--- config.mk ---
export PLATFORM = sky130hd
export DESIGN_NAME = gates_seq_ctrl_flat
export DESIGN_NICKNAME = d
export VERILOG_FILES = /design/src/rtl/gates_seq_ctrl_if.sv /design/src/rtl/gates_seq_ctrl.sv /design/src/flat_wrapper.sv
export SDC_FILE = /design/constraint.sdc
export NUM_CORES = 1
export LEC_CHECK = 0
export CAP_MARGIN = 20
export CORE_ASPECT_RATIO = 1.75
export CORE_MARGIN = 4
export CORE_UTILIZATION = 35
export DETAILED_ROUTE_END_ITERATION = 10
export GPL_TIMING_DRIVEN = 0
export PLACE_DENSITY = 0.63
export SYNTH_ARGS = -nofsm -noshare
export SYNTH_HDL_FRONTEND = slang
export SYNTH_SLANG_ARGS = --single-unit
--- constraint.sdc ---
create_clock -name iClk -period 6 [get_ports iClk]
set_input_delay 1.8 -clock iClk [delete_from_list [all_inputs] [get_ports iClk]]
set_output_delay 1.8 -clock iClk [all_outputs]
set_load 0.02 [all_outputs]
--- src/rtl/gates_seq_ctrl_if.sv ---
// ---------------------------------------------------------------------------
// gates_seq_ctrl_if
//   Bundles the control, stimulus, response and result signals exchanged
//   around the gates self-test sequencer.
//   slave  : the sequencer side (gates_seq_ctrl)
//   master : the system controller / gates side that talks to the sequencer
// Signals:
//   iStart, iAbort            run control into the sequencer
//   oA, oB                    stimulus towards the gates iA/iB
//   iAND..iNAND2              gate responses back into the sequencer
//   oBusy, oDone, oPass       run status
//   oFailVec, oFailIdx        mismatch map and first failing vector
//   oVecIdx                   vector currently applied
//   oErrCnt                   failing-vector count (GATES_SEQ_ERRCNT_EN only)
// Optional feature macro: GATES_SEQ_ERRCNT_EN
// ---------------------------------------------------------------------------
interface gates_seq_ctrl_if;
    logic       iStart;
    logic       iAbort;
    logic       oA;
    logic       oB;
    logic       iAND;
    logic       iOR;
    logic       iNOT;
    logic       iNAND;
    logic       iNAND2;
    logic       oBusy;
    logic       oDone;
    logic       oPass;
    logic [4:0] oFailVec;
    logic [1:0] oFailIdx;
    logic [1:0] oVecIdx;
`ifdef GATES_SEQ_ERRCNT_EN
    logic [2:0] oErrCnt;
`endif

    modport slave (
`ifdef GATES_SEQ_ERRCNT_EN
        output oErrCnt,
`endif
        input  iStart, iAbort, iAND, iOR, iNOT, iNAND, iNAND2,
        output oA, oB, oBusy, oDone, oPass, oFailVec, oFailIdx, oVecIdx
    );

    modport master (
`ifdef GATES_SEQ_ERRCNT_EN
        input  oErrCnt,
`endif
        output iStart, iAbort, iAND, iOR, iNOT, iNAND, iNAND2,
        input  oA, oB, oBusy, oDone, oPass, oFailVec, oFailIdx, oVecIdx
    );
endinterface

--- src/rtl/gates_seq_ctrl.sv ---
// ---------------------------------------------------------------------------
// gates_seq_ctrl
//   Self-test sequencer for the two-input gates datapath. Walks oA/oB through
//   00, 01, 10, 11, holds each vector for SETTLE_CYC cycles, then checks the
//   AND/OR/NOT/NAND/NAND2 responses in one CHECK cycle. Reports pass/fail,
//   a sticky mismatch map and the first failing vector index.
// Ports:
//   iClk   : system clock, rising edge
//   iRsn   : asynchronous active-low reset
//   bus    : gates_seq_ctrl_if.slave (control, stimulus, responses, results)
// Parameters:
//   SETTLE_CYC : hold cycles per vector before checking (>=1)
// Optional feature macro: GATES_SEQ_ERRCNT_EN
//   defined   : all four vectors always run, oErrCnt counts failing vectors
//   undefined : the first failing CHECK ends the run early, no oErrCnt
// All outputs come straight from flops.
// ---------------------------------------------------------------------------
module gates_seq_ctrl #(
    parameter int SETTLE_CYC = 4
) (
    input  logic             iClk,
    input  logic             iRsn,
    gates_seq_ctrl_if.slave  bus
);

    localparam int CNT_W = $clog2(SETTLE_CYC + 1);
    localparam logic [CNT_W-1:0] CNT_LOAD = CNT_W'(SETTLE_CYC - 1);

    typedef enum logic [1:0] {
        IDLE   = 2'd0,
        SETTLE = 2'd1,
        CHECK  = 2'd2,
        DONE   = 2'd3
    } state_t;

    // Expected gate responses for stimulus (a,b), packed like oFailVec.
    function automatic logic [4:0] expectedOut(input logic a, input logic b);
        logic [4:0] e;
        e[0] = a & b;
        e[1] = a | b;
        e[2] = ~a;
        e[3] = ~(a & b);
        e[4] = ~(a & b);
        return e;
    endfunction

    state_t           stateR,   stateNxtS;
    logic [CNT_W-1:0] cntR,     cntNxtS;
    logic [1:0]       vecIdxR,  vecIdxNxtS;
    logic             busyR,    busyNxtS;
    logic             doneR,    doneNxtS;
    logic             passR,    passNxtS;
    logic [4:0]       failVecR, failVecNxtS;
    logic [1:0]       failIdxR, failIdxNxtS;
    logic [4:0]       mismatchS;
`ifdef GATES_SEQ_ERRCNT_EN
    logic [2:0]       errCntR,  errCntNxtS;
`endif

    // Per-gate mismatch of the responses against the vector on oA/oB.
    always_comb begin
        mismatchS = {bus.iNAND2, bus.iNAND, bus.iNOT, bus.iOR, bus.iAND}
                    ^ expectedOut(vecIdxR[1], vecIdxR[0]);
    end

    // Next-state and next-output logic for the sequencer.
    always_comb begin
        stateNxtS   = stateR;
        cntNxtS     = cntR;
        vecIdxNxtS  = vecIdxR;
        doneNxtS    = 1'b0;
        passNxtS    = passR;
        failVecNxtS = failVecR;
        failIdxNxtS = failIdxR;
`ifdef GATES_SEQ_ERRCNT_EN
        errCntNxtS  = errCntR;
`endif

        case (stateR)
            IDLE: begin
                vecIdxNxtS = 2'd0;
                // Abort wins over start even while idle.
                if (bus.iStart && !bus.iAbort) begin
                    stateNxtS   = SETTLE;
                    cntNxtS     = CNT_LOAD;
                    passNxtS    = 1'b0;
                    failVecNxtS = 5'd0;
                    failIdxNxtS = 2'd0;
`ifdef GATES_SEQ_ERRCNT_EN
                    errCntNxtS  = 3'd0;
`endif
                end else begin
                    stateNxtS = IDLE;
                end
            end

            SETTLE: begin
                if (cntR == {CNT_W{1'b0}}) begin
                    stateNxtS = CHECK;
                end else begin
                    cntNxtS = cntR - CNT_W'(1);
                end
            end

            CHECK: begin
                failVecNxtS = failVecR | mismatchS;
                // Only the first failing vector is recorded; a clean map so
                // far means this is the first one.
                if ((mismatchS != 5'd0) && (failVecR == 5'd0)) begin
                    failIdxNxtS = vecIdxR;
                end else begin
                    failIdxNxtS = failIdxR;
                end
`ifdef GATES_SEQ_ERRCNT_EN
                errCntNxtS = errCntR + {2'b00, |mismatchS};
                if (vecIdxR == 2'd3) begin
`else
                if ((vecIdxR == 2'd3) || (mismatchS != 5'd0)) begin
`endif
                    stateNxtS = DONE;
                    doneNxtS  = 1'b1;
                    passNxtS  = (failVecNxtS == 5'd0);
                end else begin
                    stateNxtS  = SETTLE;
                    vecIdxNxtS = vecIdxR + 2'd1;
                    cntNxtS    = CNT_LOAD;
                end
            end

            DONE: begin
                stateNxtS  = IDLE;
                vecIdxNxtS = 2'd0;
            end

            default: begin
                stateNxtS  = IDLE;
                vecIdxNxtS = 2'd0;
                cntNxtS    = {CNT_W{1'b0}};
            end
        endcase

        // Abort drops the run from any active state; the fail map and index
        // keep whatever was accumulated before this cycle.
        if ((stateR != IDLE) && bus.iAbort) begin
            stateNxtS   = IDLE;
            vecIdxNxtS  = 2'd0;
            cntNxtS     = {CNT_W{1'b0}};
            doneNxtS    = 1'b0;
            passNxtS    = 1'b0;
            failVecNxtS = failVecR;
            failIdxNxtS = failIdxR;
`ifdef GATES_SEQ_ERRCNT_EN
            errCntNxtS  = errCntR;
`endif
        end else begin
            stateNxtS = stateNxtS;
        end

        busyNxtS = (stateNxtS != IDLE);
    end

    // State and output registers.
    always_ff @(posedge iClk or negedge iRsn) begin
        if (!iRsn) begin
            stateR   <= IDLE;
            cntR     <= {CNT_W{1'b0}};
            vecIdxR  <= 2'd0;
            busyR    <= 1'b0;
            doneR    <= 1'b0;
            passR    <= 1'b0;
            failVecR <= 5'd0;
            failIdxR <= 2'd0;
`ifdef GATES_SEQ_ERRCNT_EN
            errCntR  <= 3'd0;
`endif
        end else begin
            stateR   <= stateNxtS;
            cntR     <= cntNxtS;
            vecIdxR  <= vecIdxNxtS;
            busyR    <= busyNxtS;
            doneR    <= doneNxtS;
            passR    <= passNxtS;
            failVecR <= failVecNxtS;
            failIdxR <= failIdxNxtS;
`ifdef GATES_SEQ_ERRCNT_EN
            errCntR  <= errCntNxtS;
`endif
        end
    end

    // The vector index register doubles as the stimulus: k = {oA, oB}.
    assign bus.oA       = vecIdxR[1];
    assign bus.oB       = vecIdxR[0];
    assign bus.oVecIdx  = vecIdxR;
    assign bus.oBusy    = busyR;
    assign bus.oDone    = doneR;
    assign bus.oPass    = passR;
    assign bus.oFailVec = failVecR;
    assign bus.oFailIdx = failIdxR;
`ifdef GATES_SEQ_ERRCNT_EN
    assign bus.oErrCnt  = errCntR;
`endif

endmodule

--- src/flat_wrapper.sv ---
// flat-port wrapper written by rule: the top's interface ports become plain ports
module gates_seq_ctrl_flat 
#(
    parameter int SETTLE_CYC = 4
)
  (iClk, iRsn, bus_iStart, bus_iAbort, bus_iAND, bus_iOR, bus_iNOT, bus_iNAND, bus_iNAND2, bus_oA, bus_oB, bus_oBusy, bus_oDone, bus_oPass, bus_oFailVec, bus_oFailIdx, bus_oVecIdx);
  gates_seq_ctrl_if bus_i ();
  input  logic iClk;
  input  logic iRsn;
  input wire logic [$bits(bus_i.iStart)-1:0] bus_iStart;
  input wire logic [$bits(bus_i.iAbort)-1:0] bus_iAbort;
  input wire logic [$bits(bus_i.iAND)-1:0] bus_iAND;
  input wire logic [$bits(bus_i.iOR)-1:0] bus_iOR;
  input wire logic [$bits(bus_i.iNOT)-1:0] bus_iNOT;
  input wire logic [$bits(bus_i.iNAND)-1:0] bus_iNAND;
  input wire logic [$bits(bus_i.iNAND2)-1:0] bus_iNAND2;
  output wire logic [$bits(bus_i.oA)-1:0] bus_oA;
  output wire logic [$bits(bus_i.oB)-1:0] bus_oB;
  output wire logic [$bits(bus_i.oBusy)-1:0] bus_oBusy;
  output wire logic [$bits(bus_i.oDone)-1:0] bus_oDone;
  output wire logic [$bits(bus_i.oPass)-1:0] bus_oPass;
  output wire logic [$bits(bus_i.oFailVec)-1:0] bus_oFailVec;
  output wire logic [$bits(bus_i.oFailIdx)-1:0] bus_oFailIdx;
  output wire logic [$bits(bus_i.oVecIdx)-1:0] bus_oVecIdx;
  assign bus_i.iStart = bus_iStart;
  assign bus_i.iAbort = bus_iAbort;
  assign bus_i.iAND = bus_iAND;
  assign bus_i.iOR = bus_iOR;
  assign bus_i.iNOT = bus_iNOT;
  assign bus_i.iNAND = bus_iNAND;
  assign bus_i.iNAND2 = bus_iNAND2;
  assign bus_oA = bus_i.oA;
  assign bus_oB = bus_i.oB;
  assign bus_oBusy = bus_i.oBusy;
  assign bus_oDone = bus_i.oDone;
  assign bus_oPass = bus_i.oPass;
  assign bus_oFailVec = bus_i.oFailVec;
  assign bus_oFailIdx = bus_i.oFailIdx;
  assign bus_oVecIdx = bus_i.oVecIdx;
  gates_seq_ctrl #(.SETTLE_CYC(SETTLE_CYC)) u_core (.iClk(iClk), .iRsn(iRsn), .bus(bus_i));
endmodule
# Yosys cells after proc, flatten, opt, wreduce, memory -nomap -nowiden

Cells that the tools add are included.

Flip-flop bits (word level): 17
Input port bits: 9
Output and inout port bits: 14
Logic and storage cells: 74

Add/sub/neg operators: 2
Equality and inequality tests: 10
Mux-type cells: 25
Bitwise gates (word level): 7
Reduce and logical (&&, ||, !) cells: 22

Operator list:

| cell                 | count |
|---|---|
| $mux W2              | 7 |
| $mux W3              | 4 |
| $logic_not A5 Y1     | 2 |
| $pmux W5 S2          | 1 |
| $pmux W3 S3          | 1 |
| $pmux W2 S2          | 2 |
| $pmux W2 S4          | 1 |
| $reduce_and A4 Y1    | 2 |
| $mux W1              | 7 |
| $eq A2 B2 Y1 const B | 3 |
| $ne A3 B1 Y1 const B | 2 |
| $ne A3 B3 Y1 const B | 2 |
| $reduce_and A3 Y1    | 2 |
| $reduce_bool A2 Y1   | 3 |
| $reduce_bool A3 Y1   | 2 |
| $mux W5              | 1 |
| $or A5 B5 Y5         | 1 |
| $reduce_bool A5 Y1   | 1 |
| $xor A5 B5 Y5        | 1 |
| $ne A2 B1 Y1 const B | 2 |
| $reduce_bool A4 Y1   | 1 |
| $logic_and A1 B1 Y1  | 3 |
| $logic_not A3 Y1     | 1 |
| $not A1 Y1           | 3 |
| 11 further kinds     | 11 |

# Logic depth before layout (Yosys ltp)

Gate-level depths: netlist (run 1).

Word-level depth: 9
Depth in mapped cells: 7
Depth with buffers taken out: 6

# Least setup slack after synthesis (run 1)

OpenSTA, ideal clock, no wires.

Path type: input-to-reg
Start: in bus_iNAND2
End: reg u_core.cntR[0]
Setup time: 128 ps
Arrival time: 2,875 ps
Data required time: 5,872 ps
Path slack: 2,997 ps
Stages on the path: 4
Path buffers: 0
Cells stage by stage: nand4bb_1 > a211oi_4 > o221ai_2 > mux2_1

Cells in the longest elaborated chain, start to end: 5

Ends and longest elaborated chain:

| item                        | line                  | RTL |
|---|---|---|
| from (decl)                 | flat_wrapper.sv:16    | `input wire logic [$bits(bus_i.iNAND2)-1:0] bus_iNAND2;` |
| $xor A5 B5 Y5               | gates_seq_ctrl.sv:63  | `^ expectedOut(vecIdxR[1], vecIdxR[0]);` |
| $reduce_bool A5 Y1          | gates_seq_ctrl.sv:118 | `if ((vecIdxR == 2'd3) \|\| (mismatchS != 5'd0)) begin` |
| $logic_or A1 B1 Y1          | gates_seq_ctrl.sv:118 |  |
| $ne A3 B3 Y1 (no line)      | n/a                   |  |
| $reduce_and A4 Y1 (no line) | n/a                   |  |
| to (signal assigned)        | gates_seq_ctrl.sv:166 | `cntR <= {CNT_W{1'b0}};` |
| to (signal assigned)        | gates_seq_ctrl.sv:178 | `cntR <= cntNxtS;` |
| to (decl)                   | gates_seq_ctrl.sv:48  | `logic [CNT_W-1:0] cntR, cntNxtS;` |

No other way between the ends.
A chain may end at the register's enable or synchronous reset.

# Worst setup path in the final report (run 1)

Start: in bus_iAbort
End: reg u_core.cntR[1]

Cells in the longest elaborated chain, start to end: 4
Elaborated cells between the ends (all ways): 9
Those cells by class: 3 x eq/ne; 1 x mux; 5 x reduce/logical

Ends and longest elaborated chain:

| item                        | line                 | RTL |
|---|---|---|
| from (decl)                 | flat_wrapper.sv:11   | `input wire logic [$bits(bus_i.iAbort)-1:0] bus_iAbort;` |
| $logic_not A1 Y1            | gates_seq_ctrl.sv:83 | `if (bus.iStart && !bus.iAbort) begin` |
| $logic_and A1 B1 Y1         | gates_seq_ctrl.sv:83 |  |
| $ne A3 B1 Y1 (no line)      | n/a                  |  |
| $reduce_and A4 Y1 (no line) | n/a                  |  |

Several ways; a longest one is shown, not always the timed one.

==> summary.md, run 1 <==
| Metric | Value |
|---|---|
| Status | `completed` |
| Synth Net Count | `~140` |
| Final Cell Area | `~0.0015 mm²` |
| First-pass GRT wire length | `4660 µm` |
| Clock Latency Late Sink | `approximately 0.26 ns` |
| Critical Path RT | `roughly 6.1 ns` |
| Initial core utilization | `0.367` |
| Final Util | `0.469` |
| Largest net degree at the start of global routing | `18` |
| Reg2reg start | `u_core.stateR[0]$_DFF_PN0_` |
| Ports | `23` |
| Capturing point of the worst reg2reg path | `u_core.cntR[1]$_DFFE_PN0P_` |
| Worst Tran Pin Value | `0.772 ns` |
| Startpoint types | `input pin` |
| Routed WL per cell | `about 13 µm` |
| Min Tclk post-route | `about 3.4 ns` |
| Via Count | `943` |
| GR Overflow Total | `0` |
| Initial DRC Count | `33` |
| Layout area overhead | `27.8%` |
| Num rows | `27` |
| Fin nets | `166` |
| Final wirelength | `2530 µm` |
| Die Area | `0.00431 mm²` |
| Top cell type's share of synthesized area | `0.369` |
| Clk pin slew, worst setup/hold paths | `roughly 0.07 ns` |
| Cells after DPL | `approximately 190` |
| Share of cells above drive strength 1 | `0.0816` |
| CP endpoint kind | `flop` |
| H-tree Lvls | `1` |
| Top cells by area, synth | `dfrtp_1 (37%), ha_1 (9.8%), nand2_1 (4.6%)` |
| DRC | `0` |
| Die height | `83.9 µm` |
| Postcts setup bufs | `0` |
| Final Slew Violations | `0` |
| Part of the Yosys area used for sequential elements | `0.369` |
| Max-slew headroom | `0.483` |
| Cell Area, Synth | `roughly 0.0012 mm²` |
| Synth warn | `0` |
| Hold depth | `2` |
| Max clock buf depth | `2` |
| Synth unique cells | `40` |
| Filler cells | `300` |
| FF+latch count, synth | `17` |
| Layout Skew | `0.00733 ns` |
| Hold Crit Class | `flop to flop` |
| CTS resizes | `0` |
| Antenna-violating nets left | `0` |
| Power density over cell area | `183 mW/mm²` |
| Crit share post-route | `0.574` |
| Core ar. | `around 0.0031 mm²` |
| Hold path endpoint | `u_core.bus.oFailIdx[0]$_DFFE_PN0P_` |
| Vias/cell | `4.96` |
| R2R depth | `7` |
| CTS sink cnt | `17` |
| Synth Instances | `121` |
| Unrepaired setup endpoints after global routing | `no` |
| Total power | `~270 µW` |
| First-pass DRT Iterations | `4` |
| Setup TNS | `0 ns` |
| Placed inst area | `0.00143 mm²` |
| Commonest register cell after synthesis | `dfrtp_1` |
| Initial antenna violation count | `0` |
| Number of port buffers | `22` |
| Hold Violations, Final | `0` |
| Critical hold path startpoint | `u_core.bus.oFailIdx[0]$_DFFE_PN0P_` |
| CP arrival | `3.58 ns` |
| Vias in the first global route | `a little under 1000` |
| Leading area contributor after synthesis | `dfrtp_1` |
| Avg Cell Area, Syn | `approximately 9.5 µm²` |
| Path type of the worst setup path | `input pin to flop` |
| ANT cells | `0` |
| Top-count cell post-synth | `dfrtp_1` |
| Fraction of registers with async set/reset | `1.00` |
| Max FO, Critical Path | `8` |
| CTS hold repair buffers | `0` |
| Commonest cells post-synth | `dfrtp_1 (17), nand2_1 (14), inv_1 (12)` |
| P_leak | `slightly above 0.6 nW` |
| Overall routing resource usage | `0.140` |
| Maxcap violations | `0` |
| Die W | `between 50 and 60 µm` |
| R2r setup slk | `3.75 ns` |
| Cts bufs inserted | `3` |
| RePlAce Congestion | `0.846` |
| Root Buffer | `clkbuf_8` |
| Max VDD drop | `0.0000955 V` |
| FMAX | `290 MHz` |
| Post-route insts no fill | `190` |
| HPWL after DPL | `slightly above 2000 µm` |
| Post-synth EDFFs | `0` |
| Setup Viol. Count Final | `0` |
| CTS tree | `built` |
-- layout make-up --
cell class / instances / area, µm² / share of cell area
Multi-Input combinational cell: 86 / 641 / 0.435
Sequential cell: 17 / 425 / 0.289
Timing Repair Buffer: 22 / 220 / 0.150
Tap cell: 43 / 53.8 / 0.0365
Inverter: 12 / 45.0 / 0.0306
Clock buffer: 3 / 41.3 / 0.0280
Buffer: 6 / 41.3 / 0.0280
Clock inverter: 1 / 5.00 / 0.00340
-- worst max-delay path: stages --
cell	delay, ns
clkdlybuf4s50_1	0.54
nand2b_1	0.12
clkbuf_1	0.31
nand2_1	0.16
o221ai_2	0.29
mux2_1	0.36
-- kinds of logic after synthesis --
logic type      share of synthesized area
mux                                0.0456
xor+xnor                           0.0380
buf+inv                            0.0749
flops                               0.369
fa+ha+maj                          0.0977
compound gates                      0.156
simple gates                        0.218
-- through the flow --
step	setup WS, ns	hold slack, ns
6_report	2.55	0.500
5_1_grt	2.41	0.544
4_1_cts	2.58	0.506
3_5_place_dp	2.30	0.492
3_3_place_gp	2.33	0.476
2_1_floorplan	3.00	0.464
-- flip-flops by register name, summed over array words and instances (netlist names) --
name,count
u_core.bus.oPass,1
u_core.stateR,2
u_core.bus.oFailVec,5
u_core.cntR,3
u_core.bus.oVecIdx,2
u_core.bus.oBusy,1
u_core.bus.oDone,1
u_core.bus.oFailIdx,2
-- how the worst max path moves through the flow --
stage          slack, ns  cells after the start       start                    endpoint
2_1_floorplan       3.00                      4  bus_iNAND2  u_core.cntR[0]$_DFFE_PN0P_
3_3_place_gp        2.33                      5  bus_iNAND2  u_core.cntR[0]$_DFFE_PN0P_
3_5_place_dp        2.30                      5  bus_iNAND2  u_core.cntR[1]$_DFFE_PN0P_
4_1_cts             2.58                      5  bus_iNAND2  u_core.cntR[1]$_DFFE_PN0P_
5_1_grt             2.41                      6  bus_iAbort  u_core.cntR[1]$_DFFE_PN0P_
6_report            2.55                      6  bus_iAbort  u_core.cntR[1]$_DFFE_PN0P_
-- cell usage in the layout, fill, tap and decap left out, types with 4 or more instances in the layout --
cell	count
nand2_1	14
a21oi_1	4
dfrtp_1	17
o21ai_0	4
nand3_1	4
xnor2_1	4
inv_1	12
nor2_1	8
ha_1	9
clkdlybuf4s50_1	22
-- where the power goes --
group          switching [mW]  internal [mW]  total [mW]
combinational          0.0293         0.0275      0.0568
clock                  0.0415         0.0462      0.0878
sequential            0.00453          0.120       0.125
-- routing by layer --
metal | track usage | wire length [µm] | up-vias
li1 | - | - | 477
met1 | 0.162 | 1000 | 439
met2 | 0.239 | 1350 | 22
met3 | 0.0143 | 103 | 5
met4 | 0.0788 | 75 | 0
met5 | 0 | 0 | -
No activity file was read; power rests on OpenSTA's default activity.
==> run 2: changes to the inputs <==
==> constraint.sdc (replaced) <==
create_clock -name iClk -period 3.2 [get_ports iClk]
set_input_delay 0.96 -clock iClk [delete_from_list [all_inputs] [get_ports iClk]]
set_output_delay 0.96 -clock iClk [all_outputs]
set_load 0.02 [all_outputs]
==> results of run 2 <==
Same layout as run 1 (identical final DEF). Status: completed.
Main changes from that run: setup slack after placement 2.30 ns -> 0.338 ns; setup slack after layout 2.55 ns -> 0.595 ns; register-to-register setup slack 3.75 ns -> 0.95 ns; total power 0.269 mW -> 0.505 mW; worst IR drop on VDD 0.0000955 V -> 0.000179 V
==> run 3: changes to the inputs <==
--- a/config.mk
+++ b/config.mk
@@ -11,7 +11,7 @@
 export CORE_UTILIZATION = 35
 export DETAILED_ROUTE_END_ITERATION = 10
 export GPL_TIMING_DRIVEN = 0
-export PLACE_DENSITY = 0.63
+export PLACE_DENSITY = 0.65
 export SYNTH_ARGS = -nofsm -noshare
 export SYNTH_HDL_FRONTEND = slang
 export SYNTH_SLANG_ARGS = --single-unit
==> constraint.sdc (replaced) <==
create_clock -name iClk -period 2.1 [get_ports iClk]
set_input_delay 0.63 -clock iClk [delete_from_list [all_inputs] [get_ports iClk]]
set_output_delay 0.63 -clock iClk [all_outputs]
set_load 0.02 [all_outputs]
==> summary.md, run 3 (same netlist as run 1, synthesis figures left out) <==
| Metric | Value |
|---|---|
| CP Capture Point | `bus_oVecIdx[1]` |
| Share of cells above drive strength 1 | `0.150` |
| Ports | `23` |
| Commonest non-fill, non-tap cells in the layout | `clkdlybuf4s50_1 (18), dfrtp_1 (15), nand2_1 (14), inv_1 (12)` |
| Vias/cell | `a little over 5` |
| Antenna-violating nets left | `0` |
| DRC | `0` |
| Die height | `83.9 µm` |
| Min Tclk post-route | `2.06 ns` |
| Unrepaired setup endpoints after global routing | `no` |
| Num rows | `27` |
| Cts bufs inserted | `3` |
| Final wirelength | `2620 µm` |
| Final Util | `0.485` |
| Routed WL per cell | `13.8 µm` |
| P_leak | `0.662 nW` |
| Total power | `771 µW` |
| Max clock buf depth | `2` |
| Largest net degree at the start of global routing | `18` |
| Cells after DPL | `186` |
| Final Slew Violations | `0` |
| Capturing point of the worst reg2reg path | `u_core.cntR[1]$_DFFE_PN0P_` |
| Layout Skew | `0.00113 ns` |
| Die W | `between 50 and 60 µm` |
| Layout area overhead | `32.4%` |
| Initial core utilization | `0.367` |
| ANT cells | `0` |
| Initial antenna violation count | `0` |
| Fin nets | `166` |
| R2R depth | `6` |
| Commonest non-fill, non-tap cell in the layout | `clkdlybuf4s50_1` |
| Max FO, Critical Path | `7` |
| CTS sink cnt | `17` |
| Clk pin slew, worst setup/hold paths | `0.07 ns` |
| Crit path max-delay cell type | `clkdlybuf4s50_1` |
| Critical Path RT | `1.47 ns` |
| Path type of the worst setup path | `flop to output pin` |
| Max reg flops | `5` |
| Number of port buffers | `22` |
| Status | `completed` |
| First-pass DRT Iterations | `4` |
| Power density over cell area | `505 mW/mm²` |
| Startpoint types | `flop` |
| Post-route insts no fill | `190` |
| H-tree Lvls | `1` |
| Max VDD drop | `around 0.00037 V` |
| CP peak stage delay | `0.59 ns` |
| Hold Violations, Final | `0` |
| Overall routing resource usage | `0.130` |
| R2r setup slk | `~0.070 ns` |
| Reg2reg start | `u_core.stateR[0]$_DFF_PN0_` |
| Setup crit start | `u_core.bus.oVecIdx[1]$_DFFE_PN0P_` |
| Maxcap violations | `0` |
| Core ar. | `around 0.0031 mm²` |
| Initial DRC Count | `20` |
| CP endpoint kind | `output pin` |
| HPWL after DPL | `2070 µm` |
| Die Area | `0.00431 mm²` |
| CTS tree | `built` |
| Hold Crit Class | `flop to flop` |
| Clock Latency Late Sink | `0.25 ns` |
| Setup Viol. Count Final | `0` |
| RePlAce Congestion | `0.865` |
| GR Overflow Total | `0` |
| Max-slew headroom | `0.469` |
| WHS | `0.499 ns` |
| FMAX | `486 MHz` |
| CP arrival | `1.43 ns` |
| First-pass GRT wire length | `4400 µm` |
| Via Count | `966` |
| Vias in the first global route | `998` |
| Root Buffer | `clkbuf_8` |
| Worst Tran Pin Value | `0.794 ns` |
| Crit share post-route | `0.979` |
| Worst path cell trace | `buf_4 > clkdlybuf4s50_1` |
## run 3: timing repair
action | CTS | global route
hold endpoints to repair | 0 | 0
endpoints found under the setup margin | 6 | 10
gates resized for setup | 6 | 7
pin swaps | 1 | 1
hold buffers | 0 | 0
setup buffers | 1 | 0
## run 3: power breakdown
group / internal [mW] / switching (mW) / total [mW]
logic: 0.0826 / 0.0880 / 0.171
clock network: 0.131 / 0.112 / 0.243
registers: 0.343 / 0.0133 / 0.357
## run 3: cell type report
cell class / instances / area, µm²
clock inverters: 1 / 5.00
repair buffers: 23 / 230
clock buffers: 3 / 41.3
fillers: 288 / 1620
flip-flops and latches: 17 / 428
multi-input cells: 86 / 683
plain buffers: 5 / 38.8
well taps: 43 / 53.8
inverters: 12 / 45.0
## run 3: metal layers
metal,track usage,wire (µm),share of wire,vias up
li1,-,-,-,475
met1,0.134,1010,0.38,475
met2,0.249,1520,0.58,12
met3,0.0143,59,0.023,4
met4,0.0501,32,0.012,0
met5,0,0,0,-
## run 3: worst max-delay path, delay by kind of cell, from the launching register on
kind                   cells  cell delay, ns
buffers and inverters      2            0.72
flip-flops                 1            0.45
## run 3: how the worst min path moves through the flow
| stage | slack, ns | to | depth (start not counted) | startpoint |
|---|---|---|---|---|
| after floorplan | 0.33 | u_core.bus.oBusy$_DFF_PN0_ | 0 | iRsn |
| after global placement | 0.48 | u_core.cntR[1]$_DFFE_PN0P_ | 1 | u_core.cntR[1]$_DFFE_PN0P_ |
| after detailed placement | 0.49 | u_core.cntR[1]$_DFFE_PN0P_ | 1 | u_core.cntR[1]$_DFFE_PN0P_ |
| after CTS | 0.50 | u_core.cntR[1]$_DFFE_PN0P_ | 1 | u_core.cntR[1]$_DFFE_PN0P_ |
| after global routing | 0.53 | u_core.cntR[1]$_DFFE_PN0P_ | 1 | u_core.cntR[1]$_DFFE_PN0P_ |
| final | 0.50 | u_core.bus.oFailIdx[0]$_DFFE_PN0P_ | 2 | u_core.bus.oFailIdx[0]$_DFFE_PN0P_ |
## run 3: through the flow
stage | setup slack (ns) | setup TNS [ns] | cell area [µm²]
2_1_floorplan | 0.0755 | 0 | 1150
3_3_place_gp | -0.394 | -2.48 | 1430
3_5_place_dp | -0.451 | -2.78 | 1430
4_1_cts | -0.0442 | -0.0862 | 1500
5_1_grt | 0.00248 | 0 | 1530
6_report | 0.0444 | 0 | 1530
